--- config.mk ---
export PLATFORM = sky130hd
export DESIGN_NAME = tcp_tx_pkt_out_queue_flat
export DESIGN_NICKNAME = d
export VERILOG_FILES = /design/src/rtl/tcp_tx_pkt_out_queue_pkg.sv /design/src/rtl/tcp_tx_pkt_out_queue_if.sv /design/src/rtl/tcp_tx_pkt_out_queue_desc_fifo.sv /design/src/rtl/tcp_tx_pkt_out_queue.sv /design/src/flat_wrapper.sv
export SDC_FILE = /design/constraint.sdc
export NUM_CORES = 1
export LEC_CHECK = 0
export BUFFER_PORTS_ARGS = -buffer_cell sky130_fd_sc_hd__buf_4
export CORE_MARGIN = 8
export CORE_UTILIZATION = 55
export DETAILED_ROUTE_END_ITERATION = 10
export GPL_TIMING_DRIVEN = 0
export PLACE_DENSITY = 0.77
export SLEW_MARGIN = 20
export SYNTH_ARGS = -nofsm -noshare
export SYNTH_HDL_FRONTEND = slang
export SYNTH_SLANG_ARGS = --single-unit
--- constraint.sdc ---
create_clock -name clk -period 20.3 [get_ports clk]
set_clock_uncertainty 0.2 [all_clocks]
set_input_delay 3.045 -clock clk [delete_from_list [all_inputs] [get_ports clk]]
set_output_delay 3.045 -clock clk [all_outputs]
set_load 0.01 [all_outputs]
--- src/rtl/tcp_tx_pkt_out_queue_pkg.sv ---
// tcp_tx_pkt_out_queue_pkg: shared TCP TX types and widths for the packet output queue
`ifndef IP_ADDR_W
`define IP_ADDR_W 32
`endif

package tcp_tx_pkt_out_queue_pkg;
    localparam int FLOWID_W = 8;
    localparam int TX_PAYLOAD_PTR_W = 16;

    typedef struct packed {
        logic [15:0] src_port;
        logic [15:0] dst_port;
        logic [31:0] seq_num;
        logic [31:0] ack_num;
        logic [7:0]  flags;
        logic [15:0] window;
    } tcp_pkt_hdr;

    typedef struct packed {
        logic [TX_PAYLOAD_PTR_W-1:0] payload_addr;
        logic [TX_PAYLOAD_PTR_W:0]   payload_len;
    } smol_payload_buf_struct;

    typedef struct packed {
        tcp_pkt_hdr             hdr;
        logic [FLOWID_W-1:0]    flowid;
        logic [`IP_ADDR_W-1:0]  src_ip;
        logic [`IP_ADDR_W-1:0]  dst_ip;
        smol_payload_buf_struct payload;
    } tx_pkt_desc_struct;

    localparam int DESC_W = $bits(tx_pkt_desc_struct);
endpackage

--- src/rtl/tcp_tx_pkt_out_queue_if.sv ---
// tcp_tx_pkt_out_queue_if: descriptor input, header request and payload read request channels
interface tcp_tx_pkt_out_queue_if
    import tcp_tx_pkt_out_queue_pkg::*;
#(
    parameter int DEPTH = 4
);
    localparam int DEPTH_W = $clog2(DEPTH);

    logic                        src_pkt_out_val;
    logic                        src_pkt_out_rdy;
    tcp_pkt_hdr                  src_pkt_out_hdr;
    logic [FLOWID_W-1:0]         src_pkt_out_flowid;
    logic [`IP_ADDR_W-1:0]       src_pkt_out_src_ip;
    logic [`IP_ADDR_W-1:0]       src_pkt_out_dst_ip;
    smol_payload_buf_struct      src_pkt_out_payload;
    logic                        hdr_out_val;
    logic                        hdr_out_rdy;
    tcp_pkt_hdr                  hdr_out_hdr;
    logic [FLOWID_W-1:0]         hdr_out_flowid;
    logic [`IP_ADDR_W-1:0]       hdr_out_src_ip;
    logic [`IP_ADDR_W-1:0]       hdr_out_dst_ip;
    logic [TX_PAYLOAD_PTR_W:0]   hdr_out_payload_len;
    logic                        payload_rd_req_val;
    logic                        payload_rd_req_rdy;
    logic [FLOWID_W-1:0]         payload_rd_req_flowid;
    logic [TX_PAYLOAD_PTR_W-1:0] payload_rd_req_addr;
    logic [TX_PAYLOAD_PTR_W:0]   payload_rd_req_len;
    logic [DEPTH_W:0]            occupancy;

    modport master (
        output src_pkt_out_val, src_pkt_out_hdr, src_pkt_out_flowid, src_pkt_out_src_ip,
               src_pkt_out_dst_ip, src_pkt_out_payload, hdr_out_rdy, payload_rd_req_rdy,
        input  src_pkt_out_rdy, hdr_out_val, hdr_out_hdr, hdr_out_flowid, hdr_out_src_ip,
               hdr_out_dst_ip, hdr_out_payload_len, payload_rd_req_val, payload_rd_req_flowid,
               payload_rd_req_addr, payload_rd_req_len, occupancy
    );

    modport slave (
        input  src_pkt_out_val, src_pkt_out_hdr, src_pkt_out_flowid, src_pkt_out_src_ip,
               src_pkt_out_dst_ip, src_pkt_out_payload, hdr_out_rdy, payload_rd_req_rdy,
        output src_pkt_out_rdy, hdr_out_val, hdr_out_hdr, hdr_out_flowid, hdr_out_src_ip,
               hdr_out_dst_ip, hdr_out_payload_len, payload_rd_req_val, payload_rd_req_flowid,
               payload_rd_req_addr, payload_rd_req_len, occupancy
    );
endinterface

--- src/rtl/tcp_tx_pkt_out_queue_desc_fifo.sv ---
// tcp_tx_desc_fifo: registered descriptor FIFO with head read and explicit yank
module tcp_tx_desc_fifo #(
    parameter int DEPTH = 4,
    parameter int W = 8,
    localparam int DEPTH_W = $clog2(DEPTH)
) (
    input  logic             clk,
    input  logic             rst,
    input  logic             wr_val,
    output logic             wr_rdy,
    input  logic [W-1:0]     wr_data,
    output logic             rd_val,
    output logic [W-1:0]     rd_data,
    input  logic             rd_yank,
    output logic [DEPTH_W:0] count
);
    logic [W-1:0]       mem [DEPTH];
    logic [DEPTH_W-1:0] wr_ptr;
    logic [DEPTH_W-1:0] rd_ptr;
    logic               push;
    logic               pop;

    assign wr_rdy  = count != (DEPTH_W+1)'(DEPTH);
    assign rd_val  = count != '0;
    assign rd_data = mem[rd_ptr];
    assign push    = wr_val & wr_rdy;
    assign pop     = rd_yank & rd_val;

    // pointer and count bookkeeping; pointers wrap naturally at power-of-two depth
    always_ff @(posedge clk or negedge rst) begin
        if (!rst) begin
            wr_ptr <= '0;
            rd_ptr <= '0;
            count  <= '0;
        end else begin
            wr_ptr <= wr_ptr + DEPTH_W'(push);
            rd_ptr <= rd_ptr + DEPTH_W'(pop);
            count  <= count + (DEPTH_W+1)'(push) - (DEPTH_W+1)'(pop);
        end
    end

    // descriptor storage, written only on an accepted push
    always_ff @(posedge clk) begin
        if (push) mem[wr_ptr] <= wr_data;
    end
endmodule

--- src/rtl/tcp_tx_pkt_out_queue.sv ---
// tcp_tx_pkt_out_queue: buffers TX descriptors and issues header + payload-read requests per packet
// Optional TCP_TX_PKT_OUT_STRICT_ORDER_EN: payload read waits until the header handshake has completed.
module tcp_tx_pkt_out_queue
    import tcp_tx_pkt_out_queue_pkg::*;
#(
    parameter int DEPTH = 4
) (
    input logic clk,
    input logic rst,
    tcp_tx_pkt_out_queue_if.slave q_if
);
    tx_pkt_desc_struct wr_desc;
    tx_pkt_desc_struct head;
    logic rd_val;
    logic yank;
    logic hdr_sent;
    logic pld_sent;
    logic need_pld;
    logic hdr_fire;
    logic pld_fire;

    assign wr_desc = '{hdr: q_if.src_pkt_out_hdr, flowid: q_if.src_pkt_out_flowid,
                       src_ip: q_if.src_pkt_out_src_ip, dst_ip: q_if.src_pkt_out_dst_ip,
                       payload: q_if.src_pkt_out_payload};

    tcp_tx_desc_fifo #(.DEPTH(DEPTH), .W(DESC_W)) fifo (
        .clk     (clk),
        .rst     (rst),
        .wr_val  (q_if.src_pkt_out_val),
        .wr_rdy  (q_if.src_pkt_out_rdy),
        .wr_data (wr_desc),
        .rd_val  (rd_val),
        .rd_data (head),
        .rd_yank (yank),
        .count   (q_if.occupancy)
    );

    assign need_pld = head.payload.payload_len != '0;
    assign q_if.hdr_out_val = rd_val & ~hdr_sent;
`ifdef TCP_TX_PKT_OUT_STRICT_ORDER_EN
    assign q_if.payload_rd_req_val = rd_val & ~pld_sent & need_pld & hdr_sent;
`else
    assign q_if.payload_rd_req_val = rd_val & ~pld_sent & need_pld;
`endif
    assign hdr_fire = q_if.hdr_out_val & q_if.hdr_out_rdy;
    assign pld_fire = q_if.payload_rd_req_val & q_if.payload_rd_req_rdy;
    assign yank     = rd_val & (hdr_sent | hdr_fire) & (pld_sent | pld_fire | ~need_pld);

    assign q_if.hdr_out_hdr           = head.hdr;
    assign q_if.hdr_out_flowid        = head.flowid;
    assign q_if.hdr_out_src_ip        = head.src_ip;
    assign q_if.hdr_out_dst_ip        = head.dst_ip;
    assign q_if.hdr_out_payload_len   = head.payload.payload_len;
    assign q_if.payload_rd_req_flowid = head.flowid;
    assign q_if.payload_rd_req_addr   = head.payload.payload_addr;
    assign q_if.payload_rd_req_len    = head.payload.payload_len;

    // per-head issue flags: remember completed handshakes until the entry pops
    always_ff @(posedge clk or negedge rst) begin
        if (!rst) begin
            hdr_sent <= 1'b0;
            pld_sent <= 1'b0;
        end else begin
            hdr_sent <= yank ? 1'b0 : hdr_sent | hdr_fire;
            pld_sent <= yank ? 1'b0 : pld_sent | pld_fire;
        end
    end
endmodule

--- src/flat_wrapper.sv ---
// flat-port wrapper written by rule: the top's interface ports become plain ports
module tcp_tx_pkt_out_queue_flat import tcp_tx_pkt_out_queue_pkg::*;
#(
    parameter int DEPTH = 4
)
  (clk, rst, q_if_src_pkt_out_val, q_if_src_pkt_out_hdr, q_if_src_pkt_out_flowid, q_if_src_pkt_out_src_ip, q_if_src_pkt_out_dst_ip, q_if_src_pkt_out_payload, q_if_hdr_out_rdy, q_if_payload_rd_req_rdy, q_if_src_pkt_out_rdy, q_if_hdr_out_val, q_if_hdr_out_hdr, q_if_hdr_out_flowid, q_if_hdr_out_src_ip, q_if_hdr_out_dst_ip, q_if_hdr_out_payload_len, q_if_payload_rd_req_val, q_if_payload_rd_req_flowid, q_if_payload_rd_req_addr, q_if_payload_rd_req_len, q_if_occupancy);
  tcp_tx_pkt_out_queue_if #(.DEPTH(DEPTH)) q_if_i ();
  input logic clk;
  input logic rst;
  input wire logic [$bits(q_if_i.src_pkt_out_val)-1:0] q_if_src_pkt_out_val;
  input wire logic [$bits(q_if_i.src_pkt_out_hdr)-1:0] q_if_src_pkt_out_hdr;
  input wire logic [$bits(q_if_i.src_pkt_out_flowid)-1:0] q_if_src_pkt_out_flowid;
  input wire logic [$bits(q_if_i.src_pkt_out_src_ip)-1:0] q_if_src_pkt_out_src_ip;
  input wire logic [$bits(q_if_i.src_pkt_out_dst_ip)-1:0] q_if_src_pkt_out_dst_ip;
  input wire logic [$bits(q_if_i.src_pkt_out_payload)-1:0] q_if_src_pkt_out_payload;
  input wire logic [$bits(q_if_i.hdr_out_rdy)-1:0] q_if_hdr_out_rdy;
  input wire logic [$bits(q_if_i.payload_rd_req_rdy)-1:0] q_if_payload_rd_req_rdy;
  output wire logic [$bits(q_if_i.src_pkt_out_rdy)-1:0] q_if_src_pkt_out_rdy;
  output wire logic [$bits(q_if_i.hdr_out_val)-1:0] q_if_hdr_out_val;
  output wire logic [$bits(q_if_i.hdr_out_hdr)-1:0] q_if_hdr_out_hdr;
  output wire logic [$bits(q_if_i.hdr_out_flowid)-1:0] q_if_hdr_out_flowid;
  output wire logic [$bits(q_if_i.hdr_out_src_ip)-1:0] q_if_hdr_out_src_ip;
  output wire logic [$bits(q_if_i.hdr_out_dst_ip)-1:0] q_if_hdr_out_dst_ip;
  output wire logic [$bits(q_if_i.hdr_out_payload_len)-1:0] q_if_hdr_out_payload_len;
  output wire logic [$bits(q_if_i.payload_rd_req_val)-1:0] q_if_payload_rd_req_val;
  output wire logic [$bits(q_if_i.payload_rd_req_flowid)-1:0] q_if_payload_rd_req_flowid;
  output wire logic [$bits(q_if_i.payload_rd_req_addr)-1:0] q_if_payload_rd_req_addr;
  output wire logic [$bits(q_if_i.payload_rd_req_len)-1:0] q_if_payload_rd_req_len;
  output wire logic [$bits(q_if_i.occupancy)-1:0] q_if_occupancy;
  assign q_if_i.src_pkt_out_val = q_if_src_pkt_out_val;
  assign q_if_i.src_pkt_out_hdr = q_if_src_pkt_out_hdr;
  assign q_if_i.src_pkt_out_flowid = q_if_src_pkt_out_flowid;
  assign q_if_i.src_pkt_out_src_ip = q_if_src_pkt_out_src_ip;
  assign q_if_i.src_pkt_out_dst_ip = q_if_src_pkt_out_dst_ip;
  assign q_if_i.src_pkt_out_payload = q_if_src_pkt_out_payload;
  assign q_if_i.hdr_out_rdy = q_if_hdr_out_rdy;
  assign q_if_i.payload_rd_req_rdy = q_if_payload_rd_req_rdy;
  assign q_if_src_pkt_out_rdy = q_if_i.src_pkt_out_rdy;
  assign q_if_hdr_out_val = q_if_i.hdr_out_val;
  assign q_if_hdr_out_hdr = q_if_i.hdr_out_hdr;
  assign q_if_hdr_out_flowid = q_if_i.hdr_out_flowid;
  assign q_if_hdr_out_src_ip = q_if_i.hdr_out_src_ip;
  assign q_if_hdr_out_dst_ip = q_if_i.hdr_out_dst_ip;
  assign q_if_hdr_out_payload_len = q_if_i.hdr_out_payload_len;
  assign q_if_payload_rd_req_val = q_if_i.payload_rd_req_val;
  assign q_if_payload_rd_req_flowid = q_if_i.payload_rd_req_flowid;
  assign q_if_payload_rd_req_addr = q_if_i.payload_rd_req_addr;
  assign q_if_payload_rd_req_len = q_if_i.payload_rd_req_len;
  assign q_if_occupancy = q_if_i.occupancy;
  tcp_tx_pkt_out_queue #(.DEPTH(DEPTH)) u_core (.clk(clk), .rst(rst), .q_if(q_if_i));
endmodule
## Word-level counts from Yosys, hierarchy flattened

Memories as Yosys holds them, arrays and structs flattened.
Cells that the tools add are included.
W data, S select, Z words.

| word-level totals | value |
|---|---|
| memories kept | 1 |
| output and inout port bits | 256 |
| input bits | 230 |
| bits in writable memories | 900 |
| bits in registers | 9 |
| logic and storage cells | 32 |

Memory list:

| memory | depth | bits a word | rd ports | clocked after memory_dff | write ports | RTL line | source |
|---|---|---|---|---|---|---|---|
| u_core.fifo.mem | 4 | 225 | 1 | 0 | 1 | tcp_tx_pkt_out_queue_desc_fifo.sv:17 | `logic [W-1:0] mem [DEPTH];` |

| cells by class | value |
|---|---|
| multiplexer cells | 4 |
| equality and inequality tests | 1 |
| bitwise operators | 15 |
| reduce and logical (&&, ||, !) cells | 2 |
| $add $sub $neg | 4 |

Operators with widths:

| operator | number |
|---|---|
| $reduce_bool A17 Y1 | 1 |
| $and A1 B1 Y1 | 9 |
| $add A2 B1 Y2 | 2 |
| $mux W1 | 4 |
| $add A3 B1 Y3 | 1 |
| $ne A3 B3 Y1 const B | 1 |
| $not A1 Y1 | 3 |
| $or A1 B1 Y1 | 3 |
| $reduce_bool A3 Y1 | 1 |
| $sub A3 B1 Y3 | 1 |

## Logic depth before layout (Yosys ltp)

| logic depth | value |
|---|---|
| depth after elaboration | 9 |
| mapped depth | 11 |

## Modules after synthesis

From an unflattened synthesis, not the netlist that was laid out.

| unflattened totals | value |
|---|---|
| cells, all modules | 1,252 |
| area, all modules | 33,150.5 um^2 |

Modules (own cells, without submodules):

| module | area each (um^2) | instances | cells an instance |
|---|---|---|---|
| tcp_tx_desc_fifo | 32,773.9 | 1 | 1,207 |
| tcp_tx_pkt_out_queue | 376.6 | 1 | 45 |

## Worst setup path after synthesis

Ideal clock, no wire load.

| timing path | value |
|---|---|
| path kind | input to register |
| start point | in q_if_src_pkt_out_val |
| end point | mem u_core.fifo.mem[0][0] (netlist name) (enable) |
| required time | 18.969 ns |
| path buffers | 1 |
| setup time | 1.131 ns |
| arrival time | 19.639 ns |
| cell stages on the path | 3 |
| slack | -0.670 ns |
| path through | and2_1 > clkbuf_1 > nor3b_1 |

| on the way | value |
|---|---|
| word-level cells in the longest chain between the ends | 3 |

Ends and longest elaborated chain:

| what | RTL line | source |
|---|---|---|
| start, declared | flat_wrapper.sv:10 | `input wire logic [$bits(q_if_i.src_pkt_out_val)-1:0] q_if_src_pkt_out_val;` |
| $and A1 B1 Y1 | tcp_tx_pkt_out_queue_desc_fifo.sv:26 | `assign push = wr_val & wr_rdy;` |
| $mux W1 | tcp_tx_pkt_out_queue_desc_fifo.sv:44 | `if (push) mem[wr_ptr] <= wr_data;` |
| $mux W1 (implied by the code) | tcp_tx_pkt_out_queue_desc_fifo.sv:44 |  |
| end, declared | tcp_tx_pkt_out_queue_desc_fifo.sv:17 |  |

No other way between the ends.

## Final worst setup path

| timing path | value |
|---|---|
| start point | reg u_core.fifo.rd_ptr[1] |
| end point | out q_if_payload_rd_req_flowid[1] |

| on the way | value |
|---|---|
| word-level cells in the longest chain between the ends | 1 |

Ends and longest elaborated chain:

| what | RTL line | source |
|---|---|---|
| start, declared | tcp_tx_pkt_out_queue_desc_fifo.sv:19 | `logic [DEPTH_W-1:0] rd_ptr;` |
| start signal, assigned | tcp_tx_pkt_out_queue_desc_fifo.sv:37 | `rd_ptr <= rd_ptr + DEPTH_W'(pop);` |
| $mem_v2 Z4 W225 | -- |  |
| end, declared | flat_wrapper.sv:26 | `output wire logic [$bits(q_if_i.payload_rd_req_flowid)-1:0] q_if_payload_rd_req_flowid;` |

No other way between the ends.

==> flow_summary.html <==
<table>
<tr><th>Metric</th><th>Value</th></tr>
<tr><th colspan="2">STA</th></tr>
<tr><td>Worst-case setup margin in the final layout</td><td>13.44 ns</td></tr>
<tr><td>Worst slew margin relative to its limit</td><td>0.385</td></tr>
<tr><td>Fraction of the cycle the final worst path needs</td><td>0.338</td></tr>
<tr><td>Fmax</td><td>0.146 GHz</td></tr>
<tr><td>Total negative slack for setup checks</td><td>0 ns</td></tr>
<tr><td>Final Max Tran Viols</td><td>0</td></tr>
<tr><td>Final Hold Fails</td><td>0</td></tr>
<tr><td>Final setup viols</td><td>0</td></tr>
<tr><td>Setup repair after global routing missed its margin</td><td>no</td></tr>
<tr><td>Least-Margin Pin Slew</td><td>0.922 ns</td></tr>
<tr><td>Clock period minus final worst setup slack</td><td>6.86 ns</td></tr>
<tr><th colspan="2">Synth</th></tr>
<tr><td>Area fraction of the dominant cell type after synthesis</td><td>0.816</td></tr>
<tr><td>Most area-consuming cells after synthesis</td><td>sky130_fd_sc_hd__edfxtp_1 (82%), sky130_fd_sc_hd__mux4_2 (15%), sky130_fd_sc_hd__dfrtp_1 (0.68%)</td></tr>
<tr><td>Simple-gate portion of the synthesized area</td><td>0.00657</td></tr>
<tr><td>Post-synthesis net count</td><td>1504</td></tr>
<tr><td>Flip-flop and latch count after synthesis</td><td>909</td></tr>
<tr><td>Cell type contributing the most total cell area after synthesis</td><td>sky130_fd_sc_hd__edfxtp_1</td></tr>
<tr><td>Number of instances in the synthesized netlist</td><td>1271</td></tr>
<tr><td>Async S/R FF share, synth</td><td>0.00990</td></tr>
<tr><td>Count of warnings emitted by yosys</td><td>0</td></tr>
<tr><td>Dominant combinational cell family by area after synthesis</td><td>multiplexers</td></tr>
<tr><td>Multiplexer share of the synthesized area</td><td>0.153</td></tr>
<tr><td>Post-synthesis compound-gate area fraction</td><td>0.00234</td></tr>
<tr><td>Ys flop type</td><td>sky130_fd_sc_hd__edfxtp_1</td></tr>
<tr><td>Post-synthesis share of cell area spent on xor and xnor gates</td><td>0.000793</td></tr>
<tr><td>Count of cell types in the netlist</td><td>35</td></tr>
<tr><td>EDFF count, synth</td><td>900</td></tr>
<tr><td>Share of synthesized area occupied by flip-flops and latches</td><td>0.823</td></tr>
<tr><td>Share of synthesized cell area in full adder, half adder and majority cells</td><td>0.00136</td></tr>
<tr><td>Count leader, synth</td><td>sky130_fd_sc_hd__edfxtp_1</td></tr>
<tr><td>Synthesized cell area</td><td>33100 µm²</td></tr>
<tr><td>Mean Syn Cell Area</td><td>26.1 µm²</td></tr>
<tr><td>Most numerous cell types in the synthesized netlist</td><td>sky130_fd_sc_hd__edfxtp_1 (900), sky130_fd_sc_hd__mux4_2 (225), sky130_fd_sc_hd__buf_4 (25), sky130_fd_sc_hd__clkbuf_1 (25), sky130_fd_sc_hd__buf_2 (21)</td></tr>
<tr><th colspan="2">Final layout</th></tr>
<tr><td>Fin cells</td><td>2755</td></tr>
<tr><td>Net count of the finished layout</td><td>2128</td></tr>
<tr><td>Total of fill cells in the finished design</td><td>3524</td></tr>
<tr><td>Layout cells sized above 1</td><td>0.475</td></tr>
<tr><td>Area Overhead vs Synth</td><td>24.9%</td></tr>
<tr><th colspan="2">Floorplan</th></tr>
<tr><td>Cell Rows</td><td>90</td></tr>
<tr><td>Die outline area</td><td>68300 µm²</td></tr>
<tr><td>Starting density of the core</td><td>0.553</td></tr>
<tr><td>X dimension of the die</td><td>261 µm</td></tr>
<tr><td>Chip height</td><td>261 µm</td></tr>
<tr><td>CORE AREA</td><td>59900 µm²</td></tr>
<tr><td>Count of boundary I/O pins</td><td>486</td></tr>
<tr><th colspan="2">Flow run</th></tr>
<tr><td>Maximum Capacitance Violations</td><td>0</td></tr>
<tr><th colspan="2">Clock tree</th></tr>
<tr><td>Clock tree from TritonCTS</td><td>built</td></tr>
<tr><td>Cts hold-fix bufs</td><td>0</td></tr>
<tr><td>Clock edge transition at the registers on the reported setup and hold paths</td><td>0.06 ns</td></tr>
<tr><td>Root buffer cell</td><td>sky130_fd_sc_hd__clkbuf_16</td></tr>
<tr><td>Clock buffers created by TritonCTS</td><td>88</td></tr>
<tr><td>Buffer count from post-CTS setup fixing</td><td>0</td></tr>
<tr><td>Clock sink count</td><td>909</td></tr>
<tr><td>Later-pin clock latency in the skew report</td><td>0.61 ns</td></tr>
<tr><td>Maximum number of buffers from clock root to sink</td><td>3</td></tr>
<tr><td>Resized cells post-CTS</td><td>0</td></tr>
<tr><td>H-tree levels</td><td>3</td></tr>
<tr><th colspan="2">Detailed routing</th></tr>
<tr><td>DRC violations left</td><td>0</td></tr>
<tr><td>Total iterations of the first detailed-routing run</td><td>5</td></tr>
<tr><td>Mean number of vias per cell</td><td>5.71</td></tr>
<tr><td>Via count</td><td>15700</td></tr>
<tr><td>Final WL</td><td>73.9 mm</td></tr>
<tr><td>Routed Antenna Nets</td><td>0</td></tr>
<tr><td>Wire length per cell</td><td>26.8 µm</td></tr>
<tr><td>First-iteration detailed-routing DRC count</td><td>1209</td></tr>
<tr><th colspan="2">Worst setup path</th></tr>
<tr><td>Worst Path Arrival</td><td>3.62 ns</td></tr>
<tr><td>Required time of the worst setup path</td><td>17.06 ns</td></tr>
<tr><td>Cell breakdown of the critical path</td><td>buf_1, clkbuf_1, clkbuf_1, mux4_2, buf_4, buf_4</td></tr>
<tr><td>Startpoint of the most critical setup path</td><td>u_core.fifo.rd_ptr[1]</td></tr>
<tr><td>Worst reg2reg path startpoint</td><td>u_core.fifo.count[2]</td></tr>
<tr><td>Crit path capture type</td><td>output pin</td></tr>
<tr><td>Class of the most critical setup path</td><td>reg -&gt; out</td></tr>
<tr><td>Critical Path Fanout Max</td><td>10</td></tr>
<tr><td>Slowest cell on crit path</td><td>sky130_fd_sc_hd__clkbuf_1</td></tr>
<tr><td>Critical path startpoint category</td><td>flop</td></tr>
<tr><td>CP peak stage delay</td><td>0.74 ns</td></tr>
<tr><th colspan="2">Run status</th></tr>
<tr><td>Status</td><td>finished clean</td></tr>
<tr><th colspan="2">Power</th></tr>
<tr><td>Net Sw Power</td><td>1750 µW</td></tr>
<tr><td>Part of the power in registers</td><td>0.423</td></tr>
<tr><td>Proportion of power drawn by combinational gates</td><td>0.328</td></tr>
<tr><td>Largest voltage drop on the vdd net</td><td>123 µV</td></tr>
<tr><td>Clock Power Share</td><td>0.249</td></tr>
<tr><td>Leak</td><td>0.0143 µW</td></tr>
<tr><td>Switching portion of total power</td><td>0.289</td></tr>
<tr><td>Int Pwr</td><td>4300 µW</td></tr>
<tr><td>Overall power after layout</td><td>6050 µW</td></tr>
<tr><td>Total power per unit cell area</td><td>146 nW/µm²</td></tr>
<tr><th colspan="2">GRT</th></tr>
<tr><td>Wire length of the first global-routing pass</td><td>107 mm</td></tr>
<tr><td>Initial antenna violation count</td><td>13</td></tr>
<tr><td>Global-route total usage across every layer</td><td>0.213</td></tr>
<tr><td>Largest net degree at the start of global routing</td><td>48</td></tr>
<tr><td>GR Overflow Total</td><td>0</td></tr>
<tr><td>Number of global-route vias before repair</td><td>16700</td></tr>
<tr><th colspan="2">Placement</th></tr>
<tr><td>DP Cell Count</td><td>2587</td></tr>
<tr><td>Port Buffer Count</td><td>485</td></tr>
<tr><td>Routability congestion estimate</td><td>0.754</td></tr>
<tr><td>Setup slack after placement</td><td>14.01 ns</td></tr>
<tr><td>Placed wire-length estimate</td><td>51.4 mm</td></tr>
<tr><th colspan="2">Min path</th></tr>
<tr><td>Hold Startpoint</td><td>u_core.hdr_sent</td></tr>
<tr><td>Path type of the worst min-delay path</td><td>reg -&gt; reg</td></tr>
</table>
through the flow:
step                      hold WS [ns]  cell area (µm²)  utilization
after floorplan                  0.290            33100            -
final                            0.354            41400        0.691
after global placement           0.318            37800        0.630
after CTS                        0.345            41400        0.691
after global routing             0.368            41400        0.691
after detailed placement         0.328            38700        0.646
critical path, delay by kind of cell (launching register included):
kind	cells	cell delay (ns)
multiplexers	1	0.47
buffers and inverters	5	2.12
flip-flops	1	0.39
worst paths after layout:
check	cells after the start	endpoint	slack [ns]
hold reg to reg	2	u_core.hdr_sent	0.35
hold / removal	2	u_core.hdr_sent	0.35
setup / recovery	6	q_if_payload_rd_req_flowid[1]	13.44
setup reg to reg	11	u_core.fifo.mem[0][73]	16.69
min in group asynchronous	1	u_core.fifo.count[2]	2.05
max in group asynchronous	1	u_core.fifo.rd_ptr[1]	17.70
logic make-up after synthesis:
logic type / count (synthesis)
xor gates and xnor gates: 3
muxes: 226
and+or+nand+nor: 39
DFF: 909
adders and majority gates: 3
buffers and inverters: 80
AOI/OAI and AO/OA: 11
state kept, by name, indices dropped and copies added, names as in the netlist:
register	flops
u_core.pld_sent	1
u_core.fifo.rd_ptr	2
u_core.fifo.mem	900
u_core.fifo.wr_ptr	2
u_core.hdr_sent	1
u_core.fifo.count	3
power groups by stage:
stage	Clock (µW)	Sequential, µW	Combinational, µW
after floorplan	0	2690	1030
after global placement	0	2810	1880
after detailed placement	0	2600	2020
after CTS	1540	2560	2030
after global routing	1600	2580	2110
final	1510	2560	1980
metal layers:
| layer | vias to the layer above | GRT usage | routed length, µm |
|---|---|---|---|
| met2 | 642 | 0.358 | 37900 |
| li1 | 6746 | - | - |
| met4 | 12 | 0.0576 | 1400 |
| met5 | - | 0 | 81 |
| met3 | 102 | 0.0850 | 8020 |
| met1 | 8232 | 0.257 | 26400 |
layout by cell type (no fill, tap or decap), types with 4 or more instances in the layout:
cell                          n
sky130_fd_sc_hd__buf_1        5
sky130_fd_sc_hd__buf_12      17
sky130_fd_sc_hd__buf_16      11
sky130_fd_sc_hd__buf_2       21
sky130_fd_sc_hd__buf_4      510
sky130_fd_sc_hd__buf_6       11
sky130_fd_sc_hd__buf_8       12
sky130_fd_sc_hd__clkbuf_1    47
sky130_fd_sc_hd__clkbuf_16   90
sky130_fd_sc_hd__clkinv_1    19
sky130_fd_sc_hd__clkinv_2    16
sky130_fd_sc_hd__dfrtp_1      9
sky130_fd_sc_hd__diode_2     10
sky130_fd_sc_hd__edfxtp_1   900
sky130_fd_sc_hd__mux4_2     225
sky130_fd_sc_hd__nand2_1     10
sky130_fd_sc_hd__nand3_1      4
sky130_fd_sc_hd__nor2_1       5
sky130_fd_sc_hd__nor3_1       6
cell type report:
type,instances,area [µm²],area share
diodes,10,25.0,0.000605
plain buffers,78,428,0.0103
clock buffers,114,2360,0.0571
clock inverters,44,299,0.00722
inverters,2,7.51,0.000181
multi-input cells,282,5480,0.132
flip-flops and latches,909,27300,0.658
well taps,782,978,0.0236
repair buffers,534,4570,0.110
Power figures use the tool's default switching activity.
